`src/rtl/rtc_bus_pkg.sv`:
```
// Shared definitions for the RTC multiplexed-bus master: FSM state codes,
// default strobe timing and the phase-timer reload helper.
package rtc_bus_pkg;

    localparam int T_PW_DEF  = 5;
    localparam int T_AH_DEF  = 2;
    localparam int T_GAP_DEF = 8;

    localparam logic [2:0] ST_IDLE      = 3'd0;
    localparam logic [2:0] ST_ADDR      = 3'd1;
    localparam logic [2:0] ST_ADDR_HOLD = 3'd2;
    localparam logic [2:0] ST_GAP       = 3'd3;
    localparam logic [2:0] ST_DATA      = 3'd4;
    localparam logic [2:0] ST_DATA_END  = 3'd5;
    localparam logic [2:0] ST_DONE      = 3'd6;

    // The timer ends a phase on the cycle it reads zero, so an N-cycle phase loads N-1.
    function automatic logic [3:0] cnt_load(input int cycles);
        return 4'(cycles - 1);
    endfunction

endpackage

```
`src/rtl/rtc_phase_timer.sv`:
```
// Loadable 4-bit down-counter shared by all bus phases; saturates at zero.
module rtc_phase_timer
    import rtc_bus_pkg::*;
(
    input  logic       clock,
    input  logic       reset,
    input  logic       load,
    input  logic [3:0] load_val,
    input  logic       dec,
    output logic       zero
);

    logic [3:0] count_reg;

    always_ff @(posedge clock or negedge reset) begin
        if (!reset) begin
            count_reg <= '0;
        end else if (load) begin
            count_reg <= load_val;
        end else if (dec && (count_reg != 4'd0)) begin
            count_reg <= count_reg - 4'd1;
        end
    end

    assign zero = (count_reg == 4'd0);

endmodule

```
`src/rtl/rtc_bus_master.sv`:
```
// Bus master for an RTC with a multiplexed address/data bus: address phase,
// fixed gap, then a write or read data phase, all strobes active-low.
module rtc_bus_master
    import rtc_bus_pkg::*;
#(
    parameter int DATA_W = 8,
    parameter int T_PW   = T_PW_DEF,
    parameter int T_AH   = T_AH_DEF,
    parameter int T_GAP  = T_GAP_DEF
) (
    input  logic              clock,
    input  logic              reset,
    input  logic              req,
    input  logic              we,
    input  logic [DATA_W-1:0] addr,
    input  logic [DATA_W-1:0] wdata,
    output logic              ready,
    output logic              done,
    output logic [DATA_W-1:0] rdata,
    output logic              ad,
    output logic              cs,
    output logic              wr,
    output logic              rd,
    output logic [DATA_W-1:0] ad_out,
    output logic              ad_oe,
    input  logic [DATA_W-1:0] ad_in
);

    localparam logic [3:0] PW_LOAD  = cnt_load(T_PW);
    localparam logic [3:0] AH_LOAD  = cnt_load(T_AH);
    localparam logic [3:0] GAP_LOAD = cnt_load(T_GAP);

    logic [2:0]        state_reg;
    logic              we_reg;
    logic [DATA_W-1:0] addr_reg, wdata_reg, rdata_reg, ad_out_reg;
    logic              ad_reg, cs_reg, wr_reg, rd_reg, oe_reg;
    logic              tmr_load, tmr_dec, tmr_zero;
    logic [3:0]        tmr_val;

    rtc_phase_timer u_timer (
        .clock    (clock),
        .reset    (reset),
        .load     (tmr_load),
        .load_val (tmr_val),
        .dec      (tmr_dec),
        .zero     (tmr_zero)
    );

    // Timer counts only while a strobe is low or during hold/gap; each phase exit reloads it.
    always_comb begin
        tmr_load = 1'b0;
        tmr_val  = '0;
        tmr_dec  = 1'b0;
        case (state_reg)
            ST_IDLE: begin
                tmr_load = req;
                tmr_val  = PW_LOAD;
            end
            ST_ADDR: begin
                if (!wr_reg) begin
                    tmr_load = tmr_zero;
                    tmr_val  = AH_LOAD;
                    tmr_dec  = !tmr_zero;
                end
            end
            ST_ADDR_HOLD: begin
                tmr_load = cs_reg && tmr_zero;
                tmr_val  = GAP_LOAD;
                tmr_dec  = !(cs_reg && tmr_zero);
            end
            ST_GAP: begin
                tmr_load = tmr_zero;
                tmr_val  = PW_LOAD;
                tmr_dec  = !tmr_zero;
            end
            ST_DATA: tmr_dec = !(wr_reg && rd_reg);
            default: ;
        endcase
    end

    always_ff @(posedge clock or negedge reset) begin
        if (!reset) begin
            state_reg  <= ST_IDLE;
            we_reg     <= 1'b0;
            addr_reg   <= '0;
            wdata_reg  <= '0;
            rdata_reg  <= '0;
            ad_out_reg <= '1;
            ad_reg     <= 1'b1;
            cs_reg     <= 1'b1;
            wr_reg     <= 1'b1;
            rd_reg     <= 1'b1;
            oe_reg     <= 1'b0;
        end else begin
            case (state_reg)
                ST_IDLE: begin
                    if (req) begin
                        we_reg    <= we;
                        addr_reg  <= addr;
                        wdata_reg <= wdata;
                        ad_reg    <= 1'b0;
                        state_reg <= ST_ADDR;
                    end
                end
                ST_ADDR: begin
                    if (cs_reg) begin
                        cs_reg <= 1'b0;
                    end else if (wr_reg) begin
                        wr_reg     <= 1'b0;
                        oe_reg     <= 1'b1;
                        ad_out_reg <= addr_reg;
                    end else if (tmr_zero) begin
                        wr_reg    <= 1'b1;
                        state_reg <= ST_ADDR_HOLD;
                    end
                end
                ST_ADDR_HOLD: begin
                    // cs rises one cycle after wr, ad one cycle after cs; bus hold runs independently.
                    cs_reg <= 1'b1;
                    if (cs_reg) ad_reg <= 1'b1;
                    if (tmr_zero) begin
                        oe_reg     <= 1'b0;
                        ad_out_reg <= '1;
                    end
                    if (cs_reg && tmr_zero) state_reg <= ST_GAP;
                end
                ST_GAP: begin
                    if (tmr_zero) begin
                        cs_reg    <= 1'b0;
                        state_reg <= ST_DATA;
                    end
                end
                ST_DATA: begin
                    if (wr_reg && rd_reg) begin
                        if (we_reg) begin
                            wr_reg     <= 1'b0;
                            oe_reg     <= 1'b1;
                            ad_out_reg <= wdata_reg;
                        end else begin
                            rd_reg <= 1'b0;
                        end
                    end else if (tmr_zero) begin
                        wr_reg    <= 1'b1;
                        rd_reg    <= 1'b1;
                        if (!we_reg) rdata_reg <= ad_in;
                        state_reg <= ST_DATA_END;
                    end
                end
                ST_DATA_END: begin
                    cs_reg     <= 1'b1;
                    oe_reg     <= 1'b0;
                    ad_out_reg <= '1;
                    state_reg  <= ST_DONE;
                end
                default: state_reg <= ST_IDLE;
            endcase
        end
    end

    assign ready  = (state_reg == ST_IDLE);
    assign done   = (state_reg == ST_DONE);
    assign rdata  = rdata_reg;
    assign ad     = ad_reg;
    assign cs     = cs_reg;
    assign wr     = wr_reg;
    assign rd     = rd_reg;
    assign ad_oe  = oe_reg;
    assign ad_out = ad_out_reg;

endmodule
```
`config.mk`:
```
export PLATFORM = sky130hd
export DESIGN_NAME = rtc_bus_master
export DESIGN_NICKNAME = d
export VERILOG_FILES = /design/src/rtl/rtc_bus_pkg.sv /design/src/rtl/rtc_phase_timer.sv /design/src/rtl/rtc_bus_master.sv
export SDC_FILE = /design/constraint.sdc
export NUM_CORES = 1
export LEC_CHECK = 0
export BUFFER_PORTS_ARGS = -buffer_cell sky130_fd_sc_hd__buf_2
export CORE_MARGIN = 1.5
export CORE_UTILIZATION = 43
export CTS_CLUSTER_DIAMETER = 150
export DETAILED_ROUTE_END_ITERATION = 7
export PLACE_DENSITY = 0.68
export SLEW_MARGIN = 20
export SYNTH_ARGS = -nofsm -noshare
export SYNTH_HDL_FRONTEND = slang
export SYNTH_SLANG_ARGS = --single-unit
```
`constraint.sdc`:
```
create_clock -name clock -period 1.6 [get_ports clock]
set_input_delay 0.16 -clock clock [delete_from_list [all_inputs] [get_ports clock]]
set_output_delay 0.16 -clock clock [all_outputs]
set_load 0.05 [all_outputs]
```
==> summary.txt, run 1 <==
Outcome
  – Outcome: finished with violations
  – Failing checks: negative setup slack

Clock network
  – H-Tree Depth: 2
  – CTS buffer count: 5
  – CTS root buf: clkbuf_8
  – CTS Buffer Depth: 2
  – Clk slew on worst S/H paths: roughly 0.09 ns
  – Clk_lat worst skew: 0.31 ns
  – CTS tree: done
  – Clock Sinks: 45

Layout
  – Final core occ: about 69%
  – Layout Cells excl Fill: between 300 and 400
  – Post-Layout Inst Area: about 3500 sq um
  – Layout cell share with drive strength beyond 1: between 60% and 70%
  – Nets: roughly 330
  – Antenna cells: 0
  – Area growth syn-to-layout: 56.4%

Yosys
  – Cell with the most instances after synthesis: dfrtp_1
  – Synth top cells by count: dfrtp_1, inv_1, dfstp_2
  – Unique masters post-synth: 45
  – Top FF cell, synth: dfrtp_1
  – Synth top area share: 36.8%
  – Post-synthesis area per instance: between 10 and 15 sq um
  – Post-synth EDFFs: 0
  – Largest cells by area after synthesis: dfrtp_1, dfstp_2, mux2_4
  – Syn nets: around 220
  – Mapped cell area: about 2200 sq um
  – Gate count of the mapped netlist: between 150 and 200
  – Seq cells post-synth: 45
  – Synth warn: 0
  – Asr flop ratio synth: 100%
  – Post-synthesis sequential area ratio: 50.8%
  – Post-synth top area cell: dfrtp_1

Floorplan
  – IO Count: 51
  – Initial core utilization: between 40 and 50%
  – # rows: 26
  – Die Span X: about 75 um
  – Core Area: a little over 5000 sq um
  – Die area: ~5700 sq um
  – Die Height: approximately 75 um

Place
  – Setup WS pre-CTS: -0.524 ns
  – DP Area: ~2800 sq um
  – Post-Place Cells: 336
  – GPL Wtd Cong: 0.979
  – # port buffers: 50
  – Post-detail-place hpwl: roughly 3.6 mm

Critical path
  – Arrival time at the worst endpoint: 2.00 ns
  – Path type of the worst setup path: reg -> reg
  – Setup crit end kind: flip-flop
  – Startpoint Class: flip-flop
  – Worst EP required: between 1.5 and 2 ns
  – Crit path max fanout: 5

STA
  – Crit path time final: 1.81 ns
  – Worst setup margin: -0.212 ns
  – Layout Skew: about 0.011 ns
  – RSZ-0062 raised after global routing: true
  – Max_slew headroom: 68.7%
  – Period utilization: 113%
  – Final setup fails: 43
  – Peak Freq: between 0.5 and 0.6 GHz
  – Setup TNS: -5.21 ns
  – Final hold vios: 0
  – Fin. max-slew vios: 0
  – WHS: 0.0737 ns
  – Least-Margin Pin Slew: ~0.47 ns

Route
  – Vias: just over 2000
  – DRC: 0
  – Via/cell ratio: ~5.4
  – Post-Route WL: 6.70 mm
  – Post-route ant nets: 0
  – First DRT Iteration DRCs: about 210
  – Drt pass-1 iters: 4
  – DR WL/cell: around 18 um

GRT
  – GRT Overall Usage: 22.2%
  – Initial antenna violation count: 0
  – Grt ovf: 0
  – Largest net degree at the start of global routing: 22
  – Vias in the first global route: between 1500 and 2000
  – Global-route wire length before repair: between 9 and 10 mm

Power and ir drop
  – P per Cell Area: 2260 nW/um^2
  – Pleak: 1.71 nW
  – Power consumption: between 7 and 8 mW
  – Peak VDD IR: roughly 1 mV

Min path
  – Class of the worst hold path: in -> reg

Job
  – Max_cap viols: 0
[kinds of logic after synthesis]
family,synth area share [%]
flops,50.8
buf+inv,5.13
simple gates,10.4
mux,17.9
fa+ha+maj,1.11
compound gates,14.7
[critical path: stages (launching register included)]
cell and delay, ns:
dfrtp_2 0.43, buf_6 0.13, a211o_4 0.33, a221oi_4 0.46
nor3_2 0.10, a211o_1 0.24
[path summary, 6_finish.rpt]
check	slack, ns	depth (start not counted)	startpoint	to
setup reg to reg	-0.21	5	state_reg[0]$_DFFE_PN0P_	u_timer.count_reg[0]$_DFFE_PN0P_
hold / removal	0.07	2	ad_in[5]	rdata[5]$_DFFE_PN0P_
max in group asynchronous	0.65	3	reset	ad_out[0]$_DFFE_PN1P_
setup / recovery	-0.21	5	state_reg[0]$_DFFE_PN0P_	u_timer.count_reg[0]$_DFFE_PN0P_
hold reg to reg	0.47	2	ad_out[0]$_DFFE_PN1P_	ad_out[0]$_DFFE_PN1P_
min in group asynchronous	0.33	2	reset	addr_reg[6]$_DFFE_PN0P_
[cell usage in the layout (no fill, tap or decap), drive strengths merged, types with 4 or more instances in the layout]
cell    instances
nand2b          6
a21oi          10
mux2i           9
dfrtp          33
nor3            5
nor2            9
mux2           25
o22ai           8
buf           110
nand2           5
inv            13
a21o            4
clkbuf          9
o21ai          10
dfstp          12
[cell type report]
cell class                 count  area (sq um)
timing repair buffer         114           857
tap                           70          87.6
inverter                      13          48.8
fill                         378          1560
sequential                    45          1150
clock buffer                   6          72.6
multi-input combinational    123          1260
clock inverter                 2          38.8
[power by group]
part / total (mW) / internal, mW / switching, mW
clock: 0.875 / 0.469 / 0.406
combinational: 4.96 / 2.33 / 2.63
sequential: 2.09 / 1.76 / 0.332
total: 7.93 / 4.56 / 3.37
[repair_timing]
| action | in CTS | in global routing |
|---|---|---|
| gates cloned | 1 | 3 |
| endpoints found under the setup margin | 41 | 44 |
| pin swaps | 14 | 12 |
| gates resized for setup | 28 | 44 |
| buffers inserted | 15 | 9 |
| endpoints found under the hold margin | 14 | 0 |
| hold buffers | 1 | 0 |
[per-layer routing]
metal	track usage (%)	up-vias	share of wire (%)	wire [um]
li1	-	919	-	-
met1	27.8	1007	41	2730
met2	37.8	77	52	3470
met3	4.28	9	5.7	384
met4	9.13	0	1.8	120
met5	0	-	0	0
(Power assumes the default switching activity.)
==> run 2, diff against run 1 <==
--- a/config.mk
+++ b/config.mk
@@ -6,6 +6,7 @@
 export NUM_CORES = 1
 export LEC_CHECK = 0
 export BUFFER_PORTS_ARGS = -buffer_cell sky130_fd_sc_hd__buf_2
+export CORE_ASPECT_RATIO = 1.1
 export CORE_MARGIN = 1.5
 export CORE_UTILIZATION = 43
 export CTS_CLUSTER_DIAMETER = 150
==> run 2 against run 1 <==
- the run still ends with negative setup slack left
- routed wire length is 5.7% lower
- cell count is 5.1% lower
- core utilization is 2.6 points lower
- critical path type unchanged
- sequential power hardly changed
- critical path depth is 1 higher
- critical endpoint is now ad_out[0]$_DFFE_PN1P_
- largest cell class unchanged
==> summary.txt, run 2 (synthesis gave the netlist of run 1 again) <==
Outcome
  – Outcome: finished with violations
  – Failing checks: negative setup slack

Min path
  – Hold Path Cell Cnt: 2
  – Hold Crit Start: wdata[5]
  – End of the worst hold path: wdata_reg[5]$_DFFE_PN0P_
  – Class of the worst hold path: in -> reg

Layout
  – Nets: ~330
  – Area growth syn-to-layout: 49.4%
  – Post-Layout Inst Area: about 3400 sq um
  – Most frequent cells in the layout: buf_2, buf_4, dfrtp_1
  – Multi-input gate area: 1190 sq um
  – Fillers: around 360
  – Layout cell share with drive strength beyond 1: 59.1%
  – Antenna cells: 0
  – Sequential Area: 1150 sq um
  – Commonest non-fill, non-tap cell in the layout: buf_2

Clock network
  – Clock Sinks: 45
  – Clk slew on worst S/H paths: about 0.090 ns
  – CTS root buf: clkbuf_8
  – CTS Buffer Depth: 2
  – Clk_lat worst skew: approximately 0.31 ns
  – H-Tree Depth: 2
  – CTS buffer count: 5
  – CTS tree: done

STA
  – Final hold vios: 0
  – Period utilization: 113%
  – RSZ-0062 raised after global routing: true
  – Setup TNS: -5.59 ns
  – Peak Freq: 0.554 GHz
  – Least-Margin Pin Slew: slightly below 0.5 ns
  – Worst setup margin: -0.203 ns
  – Crit path time final: about 1.8 ns
  – Final setup fails: 40
  – Fin. max-slew vios: 0
  – Layout Skew: 0.0139 ns
  – Max_slew headroom: between 60% and 70%

Route
  – DRC: 0
  – First DRT Iteration DRCs: ~250
  – DR WL/cell: between 15 and 20 um
  – Post-Route WL: 6.32 mm
  – Post-route ant nets: 0
  – Via/cell ratio: about 5.5
  – Drt pass-1 iters: 4
  – Vias: ~2000

GRT
  – GRT Overall Usage: between 20% and 30%
  – Global-route wire length before repair: approximately 10 mm
  – Initial antenna violation count: 0
  – Largest net degree at the start of global routing: 27
  – Grt ovf: 0
  – Vias in the first global route: ~2000

Critical path
  – Crit Reg-Reg Startpoint: u_timer.count_reg[0]$_DFFE_PN0P_
  – Crit path max fanout: 5
  – Worst reg2reg path depth: 6
  – Worst EP required: roughly 1.8 ns
  – Buffers plus inverters on the worst setup path: 1
  – Reg-to-reg slack, setup: -0.20 ns
  – Crit-path max cell delay: 0.40 ns
  – Arrival time at the worst endpoint: 2.03 ns
  – Slowest cell on the critical path: dfrtp_1
  – R2R Path End: ad_out[0]$_DFFE_PN1P_
  – Crit path max-delay family: simple AND/OR/NAND/NOR gates
  – CP cell instances: inv_2 > ha_4 > or3b_4 > nor3_2 > a21oi_4 > mux2i_1
  – Setup crit end kind: flip-flop
  – Path type of the worst setup path: reg -> reg
  – Startpoint Class: flip-flop

Power and ir drop
  – P per Cell Area: approximately 2200 nW/um^2
  – Internal power: approximately 4.2 mW
  – Pleak: 1.65 nW
  – Switching power: between 3 and 4 mW
  – Peak VDD IR: 1.01 mV
  – Comb pwr share: just over 60%
  – Reg power frac: ~28%
  – Clock power share: between 10% and 20%
  – Net Sw Frac: a little over two fifths

Place
  – DP Area: 2820 sq um
  – Post-detail-place hpwl: between 3 and 4 mm
  – # port buffers: 50
  – GPL Wtd Cong: ~0.92

Floorplan
  – Initial core utilization: between 40 and 50%
  – # rows: 27
  – IO Count: between 50 and 60
  – Core Area: 5030 sq um
  – Die Height: roughly 79 um
  – Die area: ~5700 sq um
  – Die Span X: 71.9 um

Job
  – Max_cap viols: 0
[run 2: cell count changes in the layout (fill, tap and decap cells not counted), moves of 2 or more]
cell,before,now
buf_4,47,41
a21oi_1,4,8
a21oi_2,4,1
o21ai_0,4,7
a31oi_1,0,2
buf_16,0,2
buf_6,13,11
o21ai_1,5,3
[run 2: metal layers]
metal | GRT usage, % | up-vias | wire length, um
li1 | - | 905 | -
met1 | 32.5 | 961 | 2830
met2 | 36.9 | 70 | 3120
met3 | 3.81 | 9 | 255
met4 | 7.55 | 0 | 112
met5 | 0 | - | 0
[run 2: worst max-delay path by stage]
stage	end	start	cells past startpoint	slack, ns
2_1_floorplan	u_timer.count_reg[0]$_DFFE_PN0P_	rd$_DFFE_PN1P_	4	-0.07
3_3_place_gp	ad_out[3]$_DFFE_PN1P_	u_timer.count_reg[0]$_DFFE_PN0P_	6	-0.43
3_5_place_dp	ad_out[0]$_DFFE_PN1P_	u_timer.count_reg[1]$_DFFE_PN0P_	6	-0.54
4_1_cts	wr$_DFFE_PN1P_	u_timer.count_reg[0]$_DFFE_PN0P_	7	-0.13
5_1_grt	wr$_DFFE_PN1P_	u_timer.count_reg[0]$_DFFE_PN0P_	7	-0.25
6_report	ad_out[0]$_DFFE_PN1P_	u_timer.count_reg[0]$_DFFE_PN0P_	6	-0.20
[run 2: repair_timing]
item | in CTS | in global routing
gates cloned | 3 | 1
endpoints found under the hold margin | 12 | 0
buffers inserted | 17 | 1
setup endpoints to repair | 42 | 43
pin swaps | 12 | 6
resized for setup | 43 | 10
hold buffers | 1 | 0
[run 2: area by class of cell]
cell class,count,share of cell area [%]
multi-input cells,123,35.4
flip-flops and latches,45,34.2
clock inverters,3,0.634
well taps,58,2.16
repair buffers,107,24.1
clock buffers,5,2.05
inverters,13,1.45
[run 2: power by group through the flow]
stage,Combinational [mW],Clock [mW],Sequential [mW]
6_report,4.60,0.745,2.10
5_1_grt,4.88,0.806,2.15
4_1_cts,4.34,0.744,2.08
3_5_place_dp,3.47,0,2.10
3_3_place_gp,3.44,0,2.08
2_1_floorplan,1.69,0,2.75
[run 2: stage by stage]
stage	utilization, %	total power [mW]	setup slack, ns	hold WS [ns]	std cells
4_1_cts	65.0	7.17	-0.134	0.0777	352
5_1_grt	66.6	7.84	-0.251	0.0633	354
2_1_floorplan	-	4.44	-0.0715	-0.136	192
3_3_place_gp	56.0	5.52	-0.427	0.147	323
6_report	66.6	7.45	-0.203	0.0784	354
3_5_place_dp	56.0	5.57	-0.536	0.152	323
